File: config.mk
export PLATFORM = sky130hd
export DESIGN_NAME = miriscv_data_arbiter
export DESIGN_NICKNAME = d
export VERILOG_FILES = /design/src/rtl/miriscv_pkg.sv /design/src/rtl/miriscv_owner_fifo.sv /design/src/rtl/miriscv_data_arbiter.sv
export SDC_FILE = /design/constraint.sdc
export NUM_CORES = 1
export LEC_CHECK = 0
export CAP_MARGIN = 10
export CORE_AREA = 2 2 124 126
export CTS_CLUSTER_DIAMETER = 200
export DETAILED_ROUTE_END_ITERATION = 10
export DIE_AREA = 0 0 126 128
export GPL_ROUTABILITY_DRIVEN = 0
export PLACE_DENSITY = 0.61
export SKIP_CTS_REPAIR_TIMING = 1
export SYNTH_ARGS = -nofsm -noshare
export SYNTH_HDL_FRONTEND = slang
export SYNTH_SLANG_ARGS = --single-unit
File: constraint.sdc
create_clock -name clk_i -period 4.31 [get_ports clk_i]
set_input_delay 0.862 -clock clk_i [delete_from_list [all_inputs] [get_ports clk_i]]
set_output_delay 0.862 -clock clk_i [all_outputs]
set_load 0.02 [all_outputs]
File: src/rtl/miriscv_pkg.sv
// Shared types and constants for the miriscv data-bus arbitration slice.
package miriscv_pkg;

   localparam int XLEN          = 32;
   localparam int ARB_N_MASTERS = 2;

   typedef struct packed {
      logic              we;
      logic [XLEN/8-1:0] be;
      logic [XLEN-1:0]   addr;
      logic [XLEN-1:0]   wdata;
   } data_req_t;

   typedef struct packed {
      logic            rvalid;
      logic [XLEN-1:0] rdata;
   } data_rsp_t;

endpackage

File: src/rtl/miriscv_owner_fifo.sv
// 1-bit wide in-order FIFO remembering which master issued each outstanding transaction.
module miriscv_owner_fifo #(
   parameter int DEPTH = 2,
   localparam int CW = $clog2(DEPTH + 1),
   localparam int PW = (DEPTH > 1) ? $clog2(DEPTH) : 1
) (
   input  logic          clk_i,
   input  logic          arst_i,
   input  logic          push_i,
   input  logic          pop_i,
   input  logic          wdata_i,
   output logic          rdata_o,
   output logic [CW-1:0] count_o,
   output logic          full_o,
   output logic          empty_o
);

   logic [DEPTH-1:0] mem_q, mem_d;
   logic [PW-1:0]    wr_ptr_q, wr_ptr_d;
   logic [PW-1:0]    rd_ptr_q, rd_ptr_d;
   logic [CW-1:0]    count_q, count_d;
   logic             push_ok, pop_ok;

   assign full_o  = (count_q == CW'(DEPTH));
   assign empty_o = (count_q == '0);
   assign count_o = count_q;
   assign rdata_o = mem_q[rd_ptr_q];
   assign push_ok = push_i & ~full_o;
   assign pop_ok  = pop_i & ~empty_o;

   always_comb begin
      mem_d    = mem_q;
      wr_ptr_d = wr_ptr_q;
      rd_ptr_d = rd_ptr_q;
      count_d  = count_q + CW'(push_ok) - CW'(pop_ok);
      if (push_ok) begin
         mem_d[wr_ptr_q] = wdata_i;
         wr_ptr_d = (wr_ptr_q == PW'(DEPTH - 1)) ? '0 : wr_ptr_q + 1'b1;
      end
      if (pop_ok) begin
         rd_ptr_d = (rd_ptr_q == PW'(DEPTH - 1)) ? '0 : rd_ptr_q + 1'b1;
      end
   end

   always_ff @(posedge clk_i or posedge arst_i) begin
      if (arst_i) begin
         mem_q    <= '0;
         wr_ptr_q <= '0;
         rd_ptr_q <= '0;
         count_q  <= '0;
      end else begin
         mem_q    <= mem_d;
         wr_ptr_q <= wr_ptr_d;
         rd_ptr_q <= rd_ptr_d;
         count_q  <= count_d;
      end
   end

endmodule

File: src/rtl/miriscv_data_arbiter.sv
// Round-robin arbiter sharing the SoC data bus between the core (m0) and a second master (m1),
// routing in-order responses back to whichever master issued the transaction.
module miriscv_data_arbiter #(
   parameter int XLEN    = miriscv_pkg::XLEN,
   parameter int MAX_OUT = 2
) (
   input  logic              clk_i,
   input  logic              arst_i,
   input  logic              m0_req_i,
   output logic              m0_gnt_o,
   input  logic              m0_we_i,
   input  logic [XLEN/8-1:0] m0_be_i,
   input  logic [XLEN-1:0]   m0_addr_i,
   input  logic [XLEN-1:0]   m0_wdata_i,
   output logic              m0_rvalid_o,
   output logic [XLEN-1:0]   m0_rdata_o,
   input  logic              m1_req_i,
   output logic              m1_gnt_o,
   input  logic              m1_we_i,
   input  logic [XLEN/8-1:0] m1_be_i,
   input  logic [XLEN-1:0]   m1_addr_i,
   input  logic [XLEN-1:0]   m1_wdata_i,
   output logic              m1_rvalid_o,
   output logic [XLEN-1:0]   m1_rdata_o,
   output logic              s_req_o,
   input  logic              s_gnt_i,
   output logic              s_we_o,
   output logic [XLEN/8-1:0] s_be_o,
   output logic [XLEN-1:0]   s_addr_o,
   output logic [XLEN-1:0]   s_wdata_o,
   input  logic              s_rvalid_i,
   input  logic [XLEN-1:0]   s_rdata_i,
   output logic              err_o
);
   import miriscv_pkg::*;

   localparam int CW = $clog2(MAX_OUT + 1);

   data_req_t req_m0, req_m1, req_s;
   data_rsp_t rsp_m0, rsp_m1;

   logic [$clog2(ARB_N_MASTERS)-1:0] sel;
   logic          last_grant_q, last_grant_d;
   logic          err_q, err_d;
   logic          handshake, pop;
   logic          fifo_head, fifo_full, fifo_empty;
   logic [CW-1:0] fifo_count;

   assign req_m0 = '{m0_we_i, m0_be_i, m0_addr_i, m0_wdata_i};
   assign req_m1 = '{m1_we_i, m1_be_i, m1_addr_i, m1_wdata_i};

   // Issue is gated by the registered occupancy only, so a same-cycle pop cannot unblock a full FIFO.
   always_comb begin
      sel          = (m0_req_i & m1_req_i) ? ~last_grant_q : m1_req_i;
      s_req_o      = (m0_req_i | m1_req_i) & ~fifo_full & ~arst_i;
      handshake    = s_req_o & s_gnt_i;
      req_s        = (s_req_o & sel[0]) ? req_m1 : req_m0;
      pop          = s_rvalid_i & ~fifo_empty & ~arst_i;
      last_grant_d = handshake ? sel[0] : last_grant_q;
      err_d        = err_q | (s_rvalid_i & (fifo_count == '0));
      rsp_m0       = '{pop & ~fifo_head, s_rdata_i};
      rsp_m1       = '{pop &  fifo_head, s_rdata_i};
   end

   assign s_we_o      = req_s.we;
   assign s_be_o      = req_s.be;
   assign s_addr_o    = req_s.addr;
   assign s_wdata_o   = req_s.wdata;
   assign m0_gnt_o    = handshake & ~sel[0];
   assign m1_gnt_o    = handshake &  sel[0];
   assign m0_rvalid_o = rsp_m0.rvalid;
   assign m0_rdata_o  = rsp_m0.rdata;
   assign m1_rvalid_o = rsp_m1.rvalid;
   assign m1_rdata_o  = rsp_m1.rdata;
   assign err_o       = err_q;

   miriscv_owner_fifo #(.DEPTH(MAX_OUT)) u_owner_fifo (
      .clk_i   (clk_i),
      .arst_i  (arst_i),
      .push_i  (handshake),
      .pop_i   (pop),
      .wdata_i (sel[0]),
      .rdata_o (fifo_head),
      .count_o (fifo_count),
      .full_o  (fifo_full),
      .empty_o (fifo_empty)
   );

   // Reset value 1 lets m0 win the first contention.
   always_ff @(posedge clk_i or posedge arst_i) begin
      if (arst_i) begin
         last_grant_q <= 1'b1;
         err_q        <= 1'b0;
      end else begin
         last_grant_q <= last_grant_d;
         err_q        <= err_d;
      end
   end

endmodule
==> impl_metrics.ini <==
[pwr]
vdd.ir_drop.worst_uv = 227
sequentialPowerShare = 0.123
p_int_uw = 750
power_frac_comb = 0.741
swShare = 0.351
netSwitchingPower_uw = 406
p_leak_uw = 0.00161
p_per_area_nw_per_um2 = 286
p_clk_frac = 0.136

[final_layout]
syn_to_final_growth_pct = 91.2
multi_input_area_um2 = 1260
final_common_cell = clkdlybuf4s50_1
drive_gt1_frac = 0.245
final-seq-area_um2 = 201
insertedDiodeCount = 0
layout.nets = 513
n_fill_cell = 1535
fin_util = 0.272
final_cell_mix = clkdlybuf4s50_1, mux2_4, dfrtp_1

[placed_design]
io_buffers = 218
dpl.hpwl_mm = 6.67
place_ws_ns = 0.232

[logic_synthesis]
synthAdderAreaFrac = 0.00591
ys_seq_area_frac = 0.0952
synthArstFlopShare = 1.00
synth_fp_nets = 359
ys.flop_type = dfrtp_1
yosys-top-cells-area = mux2_4, buf_4, dfrtp_1, buf_12, xnor2_1
synth_compound_area_frac = 0.0154
synth_seq_cells = 8
syn_area_per_cell_um2 = 11.6
syn_area_um2 = 2120
synth_edf_count = 0
synthDistinctLibCells = 27
yosysTopAreaCell = mux2_4
syn_inst = 182
yosysWarnings = 0
synth-xor-area-share = 0.0207
synth_top_family_by_area = multiplexers
synth-simple-area-share = 0.0473
netlist.area_leader.share = 0.482
synthMuxAreaShare = 0.503

[detailed_routing]
drtIter0Drc = 33
finalWirelength_mm = 7.96
vias = 1873
drc_errors = 0
drtAntennaViolNets = 0
via_per_inst = 3.58
wire_per_inst_um = 15.2
drt_pass1_iterations = 4

[floorplanning]
start_util = 0.142
die_x_um = 126
die_h_um = 128
io_pins = 315
core.rowCount = 45
die_area_um2 = 16100
core-area_um2 = 14900

[grt]
grt.overflow.total = 0
grt_pass1_vias = 1964
antenna_found_initial = 0
grt_max_degree = 34
grt_pass1_wl_mm = 11.1
grt_use_total = 0.0861

[clock_network]
clk_pin_slew_ns = 0.04
htreeDepth = 1
clk_latency_ns = 0.23
clk_path_buf_depth = 2
ctsRootBufferMaster = clkbuf_16
cts_sinks = 8
tritoncts = done
numCtsBuffers = 3

[flow_run]
cap_violations = 0

[timing]
period_share = 0.943
timing.setup.tns_ns = 0
layout_min_cycle_time_ns = 4.07
clock.fmax_ghz = 0.246
finalWorstSetupSlack_ns = 0.245
hold_viol = 0
finalClockSkew_ns = 0.00162
maxSlewViolCount = 0
slew_headroom = 0.590
worst-slew-pin-transition_ns = 0.609
rsz0062_at_grt = false
finalSetupViolCount = 0

[critical_path]
path_cells = clkdlybuf4s50_1 > a21boi_2 > nor3b_4 > buf_12 > buf_12 > mux2_4 > clkdlybuf4s50_1
r2r-start = u_owner_fifo.count_o[0]
path_max_fanout = 33
worstSetupEndpointType = output port
critPathMaxStageDelay_ns = 0.57
worstSetupStartpointType = primary input
critical_path_class = primary input to output port
reg2reg_to = u_owner_fifo.count_o[1]
r2r_cells = 6
crit_arrival_ns = 3.20
crit_required_ns = 3.45
slowest_stage = clkdlybuf4s50_1
rrSetupSlack_ns = 2.60

[worst_hold_path]
min-delay-start = err_o
hp-class = register to register
hold_end = err_o
whs_path_depth = 1

[run_status]
outcome = completed
==> cells by family (layout without fill, tap and decap cells) <==
logic type / Yosys count / after routing
compound gates: 4 / 4
xor+xnor: 5 / 5
fa+ha+maj: 1 / 1
buf+inv: 78 / 231
flops: 8 / 8
mux: 72 / 72
simple gates: 14 / 14
==> metrics by stage <==
step	std cells	hold WS, ns	power (uW)	area, um^2
2_1_floorplan	182	0.447	754	2120
3_3_place_gp	519	0.441	999	3970
3_5_place_dp	519	0.448	1010	3970
4_1_cts	523	0.458	1170	4050
5_1_grt	523	0.494	1220	4050
6_report	523	0.455	1160	4050
==> layout make-up <==
class,instances,area share
repair buffers,223,0.558
multi-input cells,96,0.311
well taps,188,0.0581
flip-flops and latches,8,0.0498
clock buffers,4,0.0195
inverters,4,0.00371
==> per-layer routing <==
layer / track usage / vias to the layer above / wire (um)
li1: - / 866 / -
met1: 0.107 / 866 / 3150
met2: 0.147 / 141 / 3880
met3: 0.0359 / 0 / 935
met4: 0.00582 / 0 / 0
met5: 0 / - / 0
==> flip-flops by register name, summed over array words and instances (netlist names) <==
register and cells:
u_owner_fifo.count_o 2, u_owner_fifo.mem_q 2, err_o 1, last_grant_q 1, u_owner_fifo.rd_ptr_q 1, u_owner_fifo.wr_ptr_q 1
==> power by group through the flow <==
stage | combinational (uW) | sequential [uW] | clock [uW]
finish | 857 | 142 | 158
global route | 904 | 149 | 165
CTS | 871 | 143 | 162
detailed placement | 862 | 144 | 0
global placement | 858 | 141 | 0
floorplan | 618 | 135 | 0
==> cells in the mapped netlist, drive strengths merged (2+ instances only) <==
| cell | instances |
|---|---|
| inv | 4 |
| xnor2 | 4 |
| nor3 | 2 |
| buf | 73 |
| nor2 | 3 |
| and2 | 2 |
| dfrtp | 7 |
| mux2 | 71 |
| nor4 | 3 |
==> worst max-delay path: cells and delay by family <==
kind / cells / cell delay [ns]
AO/OA/AOI/OAI: 1 / 0.23
buffers and inverters: 4 / 1.49
AND/OR/NAND/NOR: 1 / 0.25
multiplexers: 1 / 0.34
==> worst max-delay path by stage <==
stage / end / cells after the start / startpoint
global route: s_addr_o[9] / 7 / m1_req_i
detailed placement: s_addr_o[7] / 7 / m1_req_i
CTS: s_addr_o[9] / 7 / m1_req_i
floorplan: s_addr_o[0] / 5 / arst_i
finish: s_addr_o[9] / 7 / m1_req_i
global placement: s_addr_o[9] / 7 / m1_req_i
Note: power is estimated with default switching activity, not from simulation.
